--- src/rtl/arithmetic_unit_if.sv ---
// Operand/result bundle for the shared arithmetic unit.
// The controller drives the master side; the arithmetic unit sits on the slave side.
interface arithmetic_unit_if #(
    parameter int unsigned WIDTH = 8
);
    logic             i_start;
    logic [WIDTH-1:0] i_value_a;
    logic [WIDTH-1:0] i_value_b;
    logic             o_busy;
    logic             o_valid;
    logic [WIDTH-1:0] o_value_add;
    logic [WIDTH-1:0] o_value_sub;
    logic [WIDTH-1:0] o_value_mul;
    logic [WIDTH-1:0] o_value_div;
    logic [WIDTH-1:0] o_value_rem;
    logic             o_div_by_zero;

    modport master (
        output i_start, i_value_a, i_value_b,
        input  o_busy, o_valid, o_value_add, o_value_sub, o_value_mul,
               o_value_div, o_value_rem, o_div_by_zero
    );

    modport slave (
        input  i_start, i_value_a, i_value_b,
        output o_busy, o_valid, o_value_add, o_value_sub, o_value_mul,
               o_value_div, o_value_rem, o_div_by_zero
    );
endinterface

--- src/rtl/arithmetic_unit.sv ---
// Registered unsigned add/sub/mul plus a multi-cycle restoring divider.
// All results are published together, along with a one-cycle valid strobe.
module arithmetic_unit #(
    parameter int unsigned WIDTH = 8
) (
    input  logic               clk,
    input  logic               rst_n,
    arithmetic_unit_if.slave   bus
);
    localparam int unsigned CNT_W = $clog2(WIDTH + 1);

    typedef enum logic [1:0] {IDLE, DIV, DONE} state_t;

    state_t             state_q, state_d;
    logic [WIDTH-1:0]   a_q, a_d, b_q, b_d;
    logic [WIDTH-1:0]   rem_q, rem_d, quot_q, quot_d;
    logic [CNT_W-1:0]   cnt_q, cnt_d;
    logic               busy_q, busy_d, valid_q, valid_d, dbz_q, dbz_d;
    logic [WIDTH-1:0]   add_q, add_d, sub_q, sub_d, mul_q, mul_d;
    logic [WIDTH-1:0]   div_q, div_d, rem_out_q, rem_out_d;
    logic [WIDTH:0]     shifted, trial;

    // One restoring step: shift the next dividend bit in, trial-subtract the divisor.
    always_comb begin
        shifted = {rem_q, quot_q[WIDTH-1]};
        trial   = shifted - {1'b0, b_q};
    end

    always_comb begin
        state_d   = state_q;
        a_d       = a_q;
        b_d       = b_q;
        rem_d     = rem_q;
        quot_d    = quot_q;
        cnt_d     = cnt_q;
        busy_d    = busy_q;
        valid_d   = 1'b0;
        add_d     = add_q;
        sub_d     = sub_q;
        mul_d     = mul_q;
        div_d     = div_q;
        rem_out_d = rem_out_q;
        dbz_d     = dbz_q;

        case (state_q)
            IDLE, DONE: begin
                state_d = IDLE;
                busy_d  = 1'b0;
                if (bus.i_start) begin
                    a_d     = bus.i_value_a;
                    b_d     = bus.i_value_b;
                    rem_d   = '0;
                    quot_d  = bus.i_value_a;
                    cnt_d   = '0;
                    busy_d  = 1'b1;
                    state_d = DIV;
                end
            end
            DIV: begin
                if (cnt_q != CNT_W'(WIDTH)) begin
                    cnt_d = cnt_q + CNT_W'(1);
                    if (!trial[WIDTH]) begin
                        rem_d  = trial[WIDTH-1:0];
                        quot_d = {quot_q[WIDTH-2:0], 1'b1};
                    end else begin
                        rem_d  = shifted[WIDTH-1:0];
                        quot_d = {quot_q[WIDTH-2:0], 1'b0};
                    end
                end else begin
                    // Divider settled: publish every result from the latched operands.
                    add_d     = a_q + b_q;
                    sub_d     = a_q - b_q;
                    mul_d     = a_q * b_q;
                    div_d     = quot_q;
                    rem_out_d = rem_q;
                    dbz_d     = (b_q == '0);
                    busy_d    = 1'b0;
                    valid_d   = 1'b1;
                    state_d   = DONE;
                end
            end
            default: state_d = IDLE;
        endcase
    end

    always_ff @(posedge clk or negedge rst_n) begin
        if (!rst_n) begin
            state_q   <= IDLE;
            a_q       <= '0;
            b_q       <= '0;
            rem_q     <= '0;
            quot_q    <= '0;
            cnt_q     <= '0;
            busy_q    <= 1'b0;
            valid_q   <= 1'b0;
            add_q     <= '0;
            sub_q     <= '0;
            mul_q     <= '0;
            div_q     <= '0;
            rem_out_q <= '0;
            dbz_q     <= 1'b0;
        end else begin
            state_q   <= state_d;
            a_q       <= a_d;
            b_q       <= b_d;
            rem_q     <= rem_d;
            quot_q    <= quot_d;
            cnt_q     <= cnt_d;
            busy_q    <= busy_d;
            valid_q   <= valid_d;
            add_q     <= add_d;
            sub_q     <= sub_d;
            mul_q     <= mul_d;
            div_q     <= div_d;
            rem_out_q <= rem_out_d;
            dbz_q     <= dbz_d;
        end
    end

    assign bus.o_busy        = busy_q;
    assign bus.o_valid       = valid_q;
    assign bus.o_value_add   = add_q;
    assign bus.o_value_sub   = sub_q;
    assign bus.o_value_mul   = mul_q;
    assign bus.o_value_div   = div_q;
    assign bus.o_value_rem   = rem_out_q;
    assign bus.o_div_by_zero = dbz_q;
endmodule

--- src/flat_wrapper.sv ---
// flat-port wrapper written by rule: the top's interface ports become plain ports
module arithmetic_unit_flat 
#(
    parameter int unsigned WIDTH = 8
)
  (clk, rst_n, bus_i_start, bus_i_value_a, bus_i_value_b, bus_o_busy, bus_o_valid, bus_o_value_add, bus_o_value_sub, bus_o_value_mul, bus_o_value_div, bus_o_value_rem, bus_o_div_by_zero);
  arithmetic_unit_if #(.WIDTH(WIDTH)) bus_i ();
  input  logic clk;
  input  logic rst_n;
  input wire logic [$bits(bus_i.i_start)-1:0] bus_i_start;
  input wire logic [$bits(bus_i.i_value_a)-1:0] bus_i_value_a;
  input wire logic [$bits(bus_i.i_value_b)-1:0] bus_i_value_b;
  output wire logic [$bits(bus_i.o_busy)-1:0] bus_o_busy;
  output wire logic [$bits(bus_i.o_valid)-1:0] bus_o_valid;
  output wire logic [$bits(bus_i.o_value_add)-1:0] bus_o_value_add;
  output wire logic [$bits(bus_i.o_value_sub)-1:0] bus_o_value_sub;
  output wire logic [$bits(bus_i.o_value_mul)-1:0] bus_o_value_mul;
  output wire logic [$bits(bus_i.o_value_div)-1:0] bus_o_value_div;
  output wire logic [$bits(bus_i.o_value_rem)-1:0] bus_o_value_rem;
  output wire logic [$bits(bus_i.o_div_by_zero)-1:0] bus_o_div_by_zero;
  assign bus_i.i_start = bus_i_start;
  assign bus_i.i_value_a = bus_i_value_a;
  assign bus_i.i_value_b = bus_i_value_b;
  assign bus_o_busy = bus_i.o_busy;
  assign bus_o_valid = bus_i.o_valid;
  assign bus_o_value_add = bus_i.o_value_add;
  assign bus_o_value_sub = bus_i.o_value_sub;
  assign bus_o_value_mul = bus_i.o_value_mul;
  assign bus_o_value_div = bus_i.o_value_div;
  assign bus_o_value_rem = bus_i.o_value_rem;
  assign bus_o_div_by_zero = bus_i.o_div_by_zero;
  arithmetic_unit #(.WIDTH(WIDTH)) u_core (.clk(clk), .rst_n(rst_n), .bus(bus_i));
endmodule
--- config.mk ---
export PLATFORM = sky130hd
export DESIGN_NAME = arithmetic_unit_flat
export DESIGN_NICKNAME = d
export VERILOG_FILES = /design/src/rtl/arithmetic_unit_if.sv /design/src/rtl/arithmetic_unit.sv /design/src/flat_wrapper.sv
export SDC_FILE = /design/constraint.sdc
export NUM_CORES = 1
export LEC_CHECK = 0
export CAP_MARGIN = 20
export CORE_MARGIN = 4
export CORE_UTILIZATION = 60
export CTS_BUF_LIST = sky130_fd_sc_hd__clkbuf_2 sky130_fd_sc_hd__clkbuf_4 sky130_fd_sc_hd__clkbuf_8
export CTS_CLUSTER_DIAMETER = 50
export DETAILED_ROUTE_END_ITERATION = 12
export PLACE_DENSITY = 0.85
export SLEW_MARGIN = 15
export SYNTH_ARGS = -nofsm -noshare
export SYNTH_HDL_FRONTEND = slang
export SYNTH_SLANG_ARGS = --single-unit
--- constraint.sdc ---
create_clock -name clk -period 5.14 [get_ports clk]
set_input_delay 0.514 -clock clk [delete_from_list [all_inputs] [get_ports clk]]
set_output_delay 0.514 -clock clk [all_outputs]
set_load 0.005 [all_outputs]
==> out/metrics.cfg, run 1 <==
[yosys]
netlist_instances=542
synth-simple-area-share_pct=17.1
synth_top_family_by_area=simple AND/OR/NAND/NOR gates
syn_nets=616
synth_flop_cell=dfrtp_1
yosysWarnings=0
synth-seq-cells=80
yosys.area_share.adder_pct=16.3
synth_common_cells=nand2_1, dfrtp_1, inv_1
synth_most_common_cell=nand2_1
netlist_top_cells_area=dfrtp_1, ha_1, nand2_1, fa_1, xnor2_1
syn_area_per_cell_um2=9.05
synthDistinctLibCells=44
synthMuxAreaShare_pct=3.11
yosys.area.top_type=dfrtp_1
synth_compound_area_share_pct=10.6
synth_top_cell_area_share_pct=40.8
synth_xor_xnor_area_share_pct=6.25
synthArstFlopShare_pct=100
ys_seq_area_share_pct=40.8
synth_edf_count=0
netlist_area_um2=4910

[sta]
slew_viol_final=0
hold_violations=0
finClkSkew_ns=0.0166
finalSetupTns_ns=0
final-setup-viol-count=0
worstMarginPinSlew_ns=1.04
relSlewSlack_pct=30.4
rsz0062_at_grt=false
fin_crit_ns=3.82
period_share_pct=74.3
whs_ns=0.0634
max_freq_ghz=0.262

[setup_path]
r2r_slack_ns=1.32
end_kind=flop
rr_endpoint=u_core.bus.o_value_mul[7]
required_ns=5.34
critPathKind=flop to flop
critical_path.startpoint_type=flop
cp_max_fo=7
r2r-start=u_core.a_q[1]
crit_arrival_ns=4.02
r2r_cells=13

[clock_tree]
cts_made_buffers=9
htree_levels=3
clock_latency_ns=0.35
path_clk_slew_ns=0.09
cts_resized=0
clk_path_buf_depth=2
post_cts_buffers=0
root_buffer=clkbuf_8
hold_buffers=0
cts.sinks=80
cts_tree=built

[global_routing]
grt_remaining_overflow=0
grt_max_degree=81
antenna_found_initial=0
grt_pass1_vias=3878
grt_pass1_wl_mm=18.4
grt_use_total_pct=23.5

[job]
maxCapViolations=0

[cells_and_area]
final_util_pct=73.7
drive_gt1_share_pct=5.14
num_antenna_cells=0
nets=672
syn_to_final_growth_pct=17.9
final_area_um2=5780

[power]
cellPowerDensity_nw_per_um2=757
vdd_drop_max_v=0.000418
leakage_uw=0.00285

[drt]
dr.pass1.iters=5
via_per_inst=5.50
antenna_left=0
drc=0
drt-total-wl_mm=10.8
drt-wirelength-per-cell_um=15.3
drtIter0Drc=229
vias=3876

[placed_design]
post-dp-hpwl_mm=7.96
place_area_um2=5570
place_congestion=0.924
io_buffer_count=61

[outcome]
status=finished clean

[floorplanning]
std_cell_rows=32
die_y_um=98.4
io_pins=62
dieArea_um2=9690
core_um2=7850
initial_utilization_pct=62.5
die_x_um=98.4

[min_path]
hp-class=input port to asynchronous set/reset pin

cells by family (layout without fill, tap and decap cells):
kind of cell    count (synthesis)  in the layout
flops                          80             80
fa+ha+maj                      55             55
simple gates                  195            195
compound gates                 90             90
mux                            15             15
xor+xnor                       35             35
buf+inv                        72            133
how the worst max path moves through the flow:
stage	from	end	slack, ns
3_3_place_gp	u_core.a_q[1]	u_core.bus.o_value_mul[7]	1.49
2_1_floorplan	u_core.a_q[1]	u_core.bus.o_value_mul[7]	1.63
6_report	u_core.a_q[1]	u_core.bus.o_value_mul[7]	1.32
5_1_grt	u_core.a_q[1]	u_core.bus.o_value_mul[7]	1.10
4_1_cts	u_core.a_q[1]	u_core.bus.o_value_mul[7]	1.31
3_5_place_dp	u_core.a_q[1]	u_core.bus.o_value_mul[7]	1.34
where the power goes:
part	internal, uW	switching, uW	total [uW]
registers	923	274	1200
logic	1310	1440	2760
clock network	183	239	421
per-layer routing:
layer | GRT usage, % | vias to the layer above | routed length (um) | share of wire, %
li1 | - | 1866 | - | -
met5 | 0 | - | 0 | 0
met4 | 7.77 | 0 | 187 | 1.7
met3 | 3.04 | 15 | 496 | 4.6
met1 | 32.9 | 1879 | 4960 | 46
met2 | 38.2 | 116 | 5160 | 48
critical path: stages (launching register included):
cell and delay, ns:
dfrtp_1 0.44, inv_1 0.23, nor2_1 0.11, fa_1 0.42, inv_1 0.09, fa_1 0.41, fa_1 0.48, fa_1 0.54
inv_1 0.04, ha_1 0.32, a21oi_1 0.19, xnor2_1 0.17, xnor2_1 0.14, o21ai_0 0.09
placed cells by master, fill, tap and decap left out, types with 9 or more instances in the layout:
cell	count
nand2_1	132
dfrtp_1	80
clkdlybuf4s50_1	60
inv_1	51
o21ai_0	42
ha_1	40
xnor2_1	25
nor2_1	21
a21oi_1	17
fa_1	15
mux2i_1	13
xor2_1	10
nand3_1	10
clkbuf_8	9
sequential cells by signal (all words and copies together) (netlist names):
signal,count
u_core.bus.o_value_mul,8
u_core.quot_q,8
u_core.state_q,2
u_core.bus.o_div_by_zero,1
u_core.bus.o_value_div,8
u_core.bus.o_value_rem,8
u_core.bus.o_value_sub,8
u_core.cnt_q,4
u_core.bus.o_busy,1
u_core.rem_q,8
u_core.bus.o_valid,1
u_core.a_q,8
u_core.b_q,8
u_core.bus.o_value_add,7
stage by stage:
stage | setup WS, ns | power [uW] | instances
2_1_floorplan | 1.63 | 3120 | 542
3_3_place_gp | 1.49 | 3840 | 687
3_5_place_dp | 1.34 | 3940 | 687
4_1_cts | 1.31 | 4380 | 703
5_1_grt | 1.10 | 4820 | 705
6_report | 1.32 | 4380 | 705
area by class of cell:
type,count,area (um^2)
clock buffer,10,131
sequential,80,2000
multi-input combinational,390,2620
inverter,52,195
tap,102,128
timing repair buffer,65,658
fill,605,2070
clock inverter,6,43.8
Power figures use the tool's default switching activity.
==> run 2: changes to the inputs <==
Settings changed: CORE_UTILIZATION 60 to 52, PLACE_DENSITY 0.85 to 0.79.
Clock period 5.14 ns to 3.2 ns, I/O delays scaled along.
==> run 2 against run 1 <==
Effect of this change: the flow now finishes with violations (negative setup slack); combinational power is 91% higher; final area is 8.0% higher; routed wire length is 7.7% higher; sequential cell count stayed put; non-clock buffer count is 44 higher; global-route usage is 1.2 points lower; largest cell class unchanged.
==> out/metrics.cfg, run 2 (same netlist as run 1, synthesis figures left out) <==
[outcome]
status=finished with violations
violations=negative setup slack

[clock_tree]
path_clk_slew_ns=0.09  ; about the same
cts_tree=built
htree_levels=3  ; unchanged
cts.sinks=80  ; unchanged
cts_made_buffers=9  ; unchanged
clock_latency_ns=0.35  ; about the same
root_buffer=clkbuf_8
clk_path_buf_depth=2  ; unchanged

[sta]
finalSetupTns_ns=-0.198  ; -0.198 ns
whs_ns=0.396  ; +0.332 ns
period_share_pct=105  ; +31 points
slew_viol_final=0  ; unchanged
worstMarginPinSlew_ns=0.653  ; -0.387 ns
relSlewSlack_pct=56.5  ; +26 points
fin_crit_ns=3.35  ; -0.462 ns
hold_violations=0  ; unchanged
rsz0062_at_grt=true
finClkSkew_ns=0.0118  ; -0.00481 ns
final-setup-viol-count=2  ; +2
fin_ws_ns=-0.155  ; -1.48 ns
max_freq_ghz=0.298  ; +14%

[drt]
drc=0  ; unchanged
vias=3929  ; +1.4%
drt-total-wl_mm=11.6  ; +7.7%
antenna_left=0  ; unchanged
drtIter0Drc=142  ; -38%
via_per_inst=5.18  ; -5.7%
drt-wirelength-per-cell_um=15.4  ; +0.15%
dr.pass1.iters=5  ; unchanged

[floorplanning]
core_um2=9200  ; +17%
die_y_um=105  ; +6.8%
initial_utilization_pct=53.3  ; -9.2 points
dieArea_um2=11100  ; +14%
io_pins=62  ; unchanged
die_x_um=105  ; +6.8%
std_cell_rows=35  ; +9.4%

[setup_path]
end_kind=flop
crit_arrival_ns=3.58  ; -0.44 ns
rr_endpoint=u_core.bus.o_value_mul[7]
r2r_cells=12  ; -1
critical_path.startpoint_type=flop
cp_max_fo=4  ; -3
r2r-start=u_core.a_q[3]
critPathKind=flop to flop
r2r_slack_ns=-0.15  ; -1.48 ns
required_ns=3.43  ; -1.91 ns

[cells_and_area]
layout_commonest_cell=nand2_1
multi_input_area_um2=2710  ; +3.2%
drive_gt1_share_pct=16.1  ; +11 points
seq_area_um2=2010  ; +0.25%
syn_to_final_growth_pct=27.3
final_util_pct=67.9  ; -5.8 points
fill_cells=745  ; +23%
num_antenna_cells=0  ; unchanged
stdcell_count=758  ; +7.5%
nets=716  ; +6.5%
final_cell_mix=nand2_1, dfrtp_1, clkdlybuf4s50_1

[global_routing]
grt_remaining_overflow=0  ; unchanged
grt_pass1_wl_mm=19.9  ; +8.1%
grt_pass1_vias=4173  ; +7.6%
use_met3_pct=2.66  ; -0.39 points
antenna_found_initial=0  ; unchanged
grtUsageMet1_pct=29.0  ; -3.9 points
grt_use_total_pct=22.3  ; -1.2 points
met2_usage_pct=39.4  ; +1.1 points
busiest_layer=met2
grt_max_degree=81  ; unchanged

[power]
cellPowerDensity_nw_per_um2=1260  ; +67%
vdd_drop_max_v=0.000576  ; +38%
leakage_uw=0.00307  ; +7.7%
power_uw=7870  ; +80%

[placed_design]
post-dp-hpwl_mm=9.00  ; +13%
io_buffer_count=61  ; unchanged
place_inst=733  ; +6.7%
place_congestion=0.926  ; +0.21%

[job]
maxCapViolations=0  ; unchanged

[min_path]
hp-class=input port to asynchronous set/reset pin

## run 2: cell count changes in the layout (fill, tap and decap cells not counted), sizes merged
cell	delta
dlygate4sd3	+1
clkbuf	+2
buf	+43
bufinv	+1
clkinv	-4
clkinvlp	+1
## run 2: area by class of cell
cell class	count	area share [%]
Timing Repair Buffer	109	15.9
Multi-Input combinational cell	390	43.4
Clock inverter	4	0.861
Inverter	52	3.15
Clock buffer	12	2.34
Sequential cell	80	32.1
Tap cell	111	2.22
## run 2: timing repair
action	4_1_cts	5_1_grt
endpoints found under the setup margin	2	2
hold buffers	0	1
pin swaps	15	11
resized for setup	6	15
setup buffers	6	1
hold endpoints to repair	0	21
## run 2: stage by stage
step                      cell area (um^2)  setup WS [ns]
after detailed placement              5900         -0.188
after global placement                5900         -0.141
after CTS                             6160         -0.107
after global routing                  6250         -0.285
final                                 6250         -0.155
after floorplan                       4950        -0.0712
## run 2: worst max-delay path, cell delays in order, from the launching register on
cell and delay [ns]:
dfrtp_2 0.45, and2_4 0.18, fa_2 0.35, inv_2 0.06
fa_1 0.43, fa_1 0.49, fa_2 0.54, inv_2 0.05
ha_4 0.22, a21oi_4 0.15, xnor2_2 0.13, xnor2_1 0.13
o21ai_1 0.07
## run 2: layer usage
metal,vias to the layer above,wire length (um)
met2,74,5810
li1,1957,-
met3,13,379
met5,-,0
met1,1885,5310
met4,0,138
## run 2: power breakdown
group	internal (uW)	switching (uW)	leakage (uW)
clock	390	373	0.0000975
combinational	2650	2610	0.00197
sequential	1490	365	0.00101
total	4530	3350	0.00307
## run 2: worst max path at each step
stage / startpoint / endpoint / depth (start not counted)
2_1_floorplan: u_core.a_q[3] / u_core.bus.o_value_mul[7] / 14
3_3_place_gp: u_core.b_q[3] / u_core.bus.o_value_mul[7] / 14
3_5_place_dp: u_core.b_q[3] / u_core.bus.o_value_mul[7] / 14
4_1_cts: u_core.b_q[3] / u_core.bus.o_value_mul[7] / 14
5_1_grt: u_core.a_q[3] / u_core.bus.o_value_mul[7] / 12
6_report: u_core.a_q[3] / u_core.bus.o_value_mul[7] / 12
==> run 3: changes to the inputs <==
Settings changed: PLACE_DENSITY 0.79 to unset, PLACE_DENSITY_LB_ADDON set to 0.08.
==> run 3 against run 2 <==
Effect of this change: the run still ends with negative setup slack left; first-iteration DRC count shrank 0.70%; utilization shrank 0.75 points; critical path depth grew 2; clock skew grew 0.0046 ns; fmax shrank 0.58%; clock power shrank 6.2%; via count shrank 0.66%; critical path type unchanged; largest cell class unchanged; highest routed layer unchanged.
==> out/metrics.cfg, run 3 (same netlist as run 1, synthesis figures left out) <==
[outcome]
status=finished with violations
violations=negative setup slack

[sta]
fin_ws_ns=-0.175  ; -0.0196 ns
period_share_pct=105  ; +0.61 points
worstMarginPinSlew_ns=0.812  ; +0.159 ns
final-setup-viol-count=2  ; unchanged
fin_crit_ns=3.37  ; +0.0196 ns
max_freq_ghz=0.296  ; -0.58%
hold_violations=0  ; unchanged
slew_viol_final=0  ; unchanged
relSlewSlack_pct=45.8  ; -11 points
finClkSkew_ns=0.0165  ; +0.00464 ns
rsz0062_at_grt=true

[floorplanning]
std_cell_rows=35  ; unchanged
initial_utilization_pct=53.3  ; unchanged
core_um2=9200  ; unchanged
die_x_um=105  ; unchanged
io_pins=62  ; unchanged
die_y_um=105  ; unchanged
dieArea_um2=11100  ; unchanged

[global_routing]
grt_pass1_vias=4082  ; -2.2%
grt_use_total_pct=22.3  ; -0.047 points
use_met3_pct=4.32  ; +1.7 points
met2_usage_pct=39.1  ; -0.23 points
busiest_layer=met2
grt_max_degree=46  ; -43%
grtUsageMet1_pct=28.3  ; -0.67 points
grt_remaining_overflow=0  ; unchanged
grt_pass1_wl_mm=19.6  ; -1.5%
antenna_found_initial=0  ; unchanged

[setup_path]
critPathKind=flop to flop
critical_path.startpoint_type=flop
end_kind=flop
crit_arrival_ns=3.60  ; +0.02 ns
required_ns=3.42  ; about the same
cp_max_fo=4  ; unchanged

[cells_and_area]
fill_cells=776  ; +4.2%
final_cell_mix=nand2_1, dfrtp_1, clkdlybuf4s50_1
nets=713  ; -0.42%
num_antenna_cells=0  ; unchanged
final_area_um2=6180  ; -1.1%
layout_commonest_cell=nand2_1
drive_gt1_share_pct=14.8  ; -1.3 points
syn_to_final_growth_pct=25.9

[power]
vdd_drop_max_v=0.000566  ; -1.6%
leakage_uw=0.00303  ; -1.4%
cellPowerDensity_nw_per_um2=1250  ; -0.70%
power_uw=7730  ; -1.8%

[clock_tree]
cts.sinks=80  ; unchanged
cts_made_buffers=9  ; unchanged
htree_levels=3  ; unchanged
cts_tree=built
root_buffer=clkbuf_8
path_clk_slew_ns=0.09  ; about the same
clk_path_buf_depth=2  ; unchanged
clock_latency_ns=0.36  ; about the same

[placed_design]
post-dp-hpwl_mm=8.88  ; -1.4%
place_area_um2=5890  ; -0.25%
io_buffer_count=61  ; unchanged
place_congestion=0.871  ; -6.0%

[drt]
drtIter0Drc=141  ; -0.70%
antenna_left=0  ; unchanged
drt-total-wl_mm=11.5  ; -1.0%
dr.pass1.iters=4  ; -1
drt-wirelength-per-cell_um=15.3  ; -0.60%
vias=3903  ; -0.66%
drc=0  ; unchanged
via_per_inst=5.17  ; -0.27%

[min_path]
hp-class=flop to flop

[job]
maxCapViolations=0  ; unchanged

==> run 3: worst max-delay path, cell delays in order, from the launching register on <==
cell and delay, ns:
dfrtp_1 0.41, ha_2 0.21, inv_2 0.04, fa_1 0.47
inv_1 0.06, ha_4 0.26, inv_2 0.03, fa_1 0.47
fa_1 0.53, inv_2 0.05, ha_4 0.26, a21oi_2 0.05
xnor2_1 0.18, xnor2_1 0.14, o21ai_1 0.08
==> run 3: cell type report <==
| type | instances | area (um^2) | share of cell area [%] |
|---|---|---|---|
| clock buffers | 10 | 138 | 2.23 |
| clock inverters | 6 | 50.0 | 0.810 |
| inverters | 52 | 196 | 3.18 |
| multi-input cells | 390 | 2700 | 43.7 |
| flip-flops and latches | 80 | 2000 | 32.4 |
| well taps | 111 | 139 | 2.25 |
| repair buffers | 106 | 948 | 15.4 |
==> run 3: timing repair <==
| action | CTS | global route |
|---|---|---|
| endpoints found under the setup margin | 2 | 3 |
| endpoints found under the hold margin | 43 | 0 |
| setup buffers | 3 | 4 |
| hold buffers | 1 | 0 |
| gates resized for setup | 11 | 1 |
| pin swaps | 4 | 0 |
==> run 3: per-stage QoR <==
stage               utilization (%)  hold slack [ns]  std cells  TNS, ns  worst slack, ns
floorplan                         -           0.0244        542  -0.0712          -0.0712
global placement               64.0            0.346        731   -0.222           -0.165
finish                         67.2            0.480        755   -0.282           -0.175
CTS                            66.8            0.484        751   -0.320           -0.175
global route                   67.2            0.503        755   -0.581           -0.291
detailed placement             64.0            0.353        731   -0.377           -0.229
==> run 3: routing by layer <==
metal / up-vias / part of all wire (%)
li1: 1953 / -
met4: 0 / 1.4
met1: 1840 / 45
met5: - / 0
met3: 17 / 4.2
met2: 93 / 49
==> run 3: worst paths after layout <==
| kind | start | to | slack (ns) | cells after the start |
|---|---|---|---|---|
| setup / recovery | u_core.b_q[3] | u_core.bus.o_value_mul[7] | -0.17 | 14 |
| hold / removal | u_core.bus.o_value_div[1] | u_core.bus.o_value_div[1] | 0.48 | 2 |
| setup reg to reg | u_core.b_q[3] | u_core.bus.o_value_mul[7] | -0.17 | 14 |
| hold reg to reg | u_core.bus.o_value_div[1] | u_core.bus.o_value_div[1] | 0.48 | 2 |
| max in group asynchronous | rst_n | u_core.cnt_q[2] | 2.03 | 3 |
| min in group asynchronous | rst_n | u_core.bus.o_value_div[7] | 0.49 | 2 |
==> run 3: power breakdown <==
part,internal (uW),leakage [uW],switching (uW)
sequential,1490,0.00101,361
clock,313,0.0000899,404
combinational,2600,0.00193,2570
total,4400,0.00303,3330
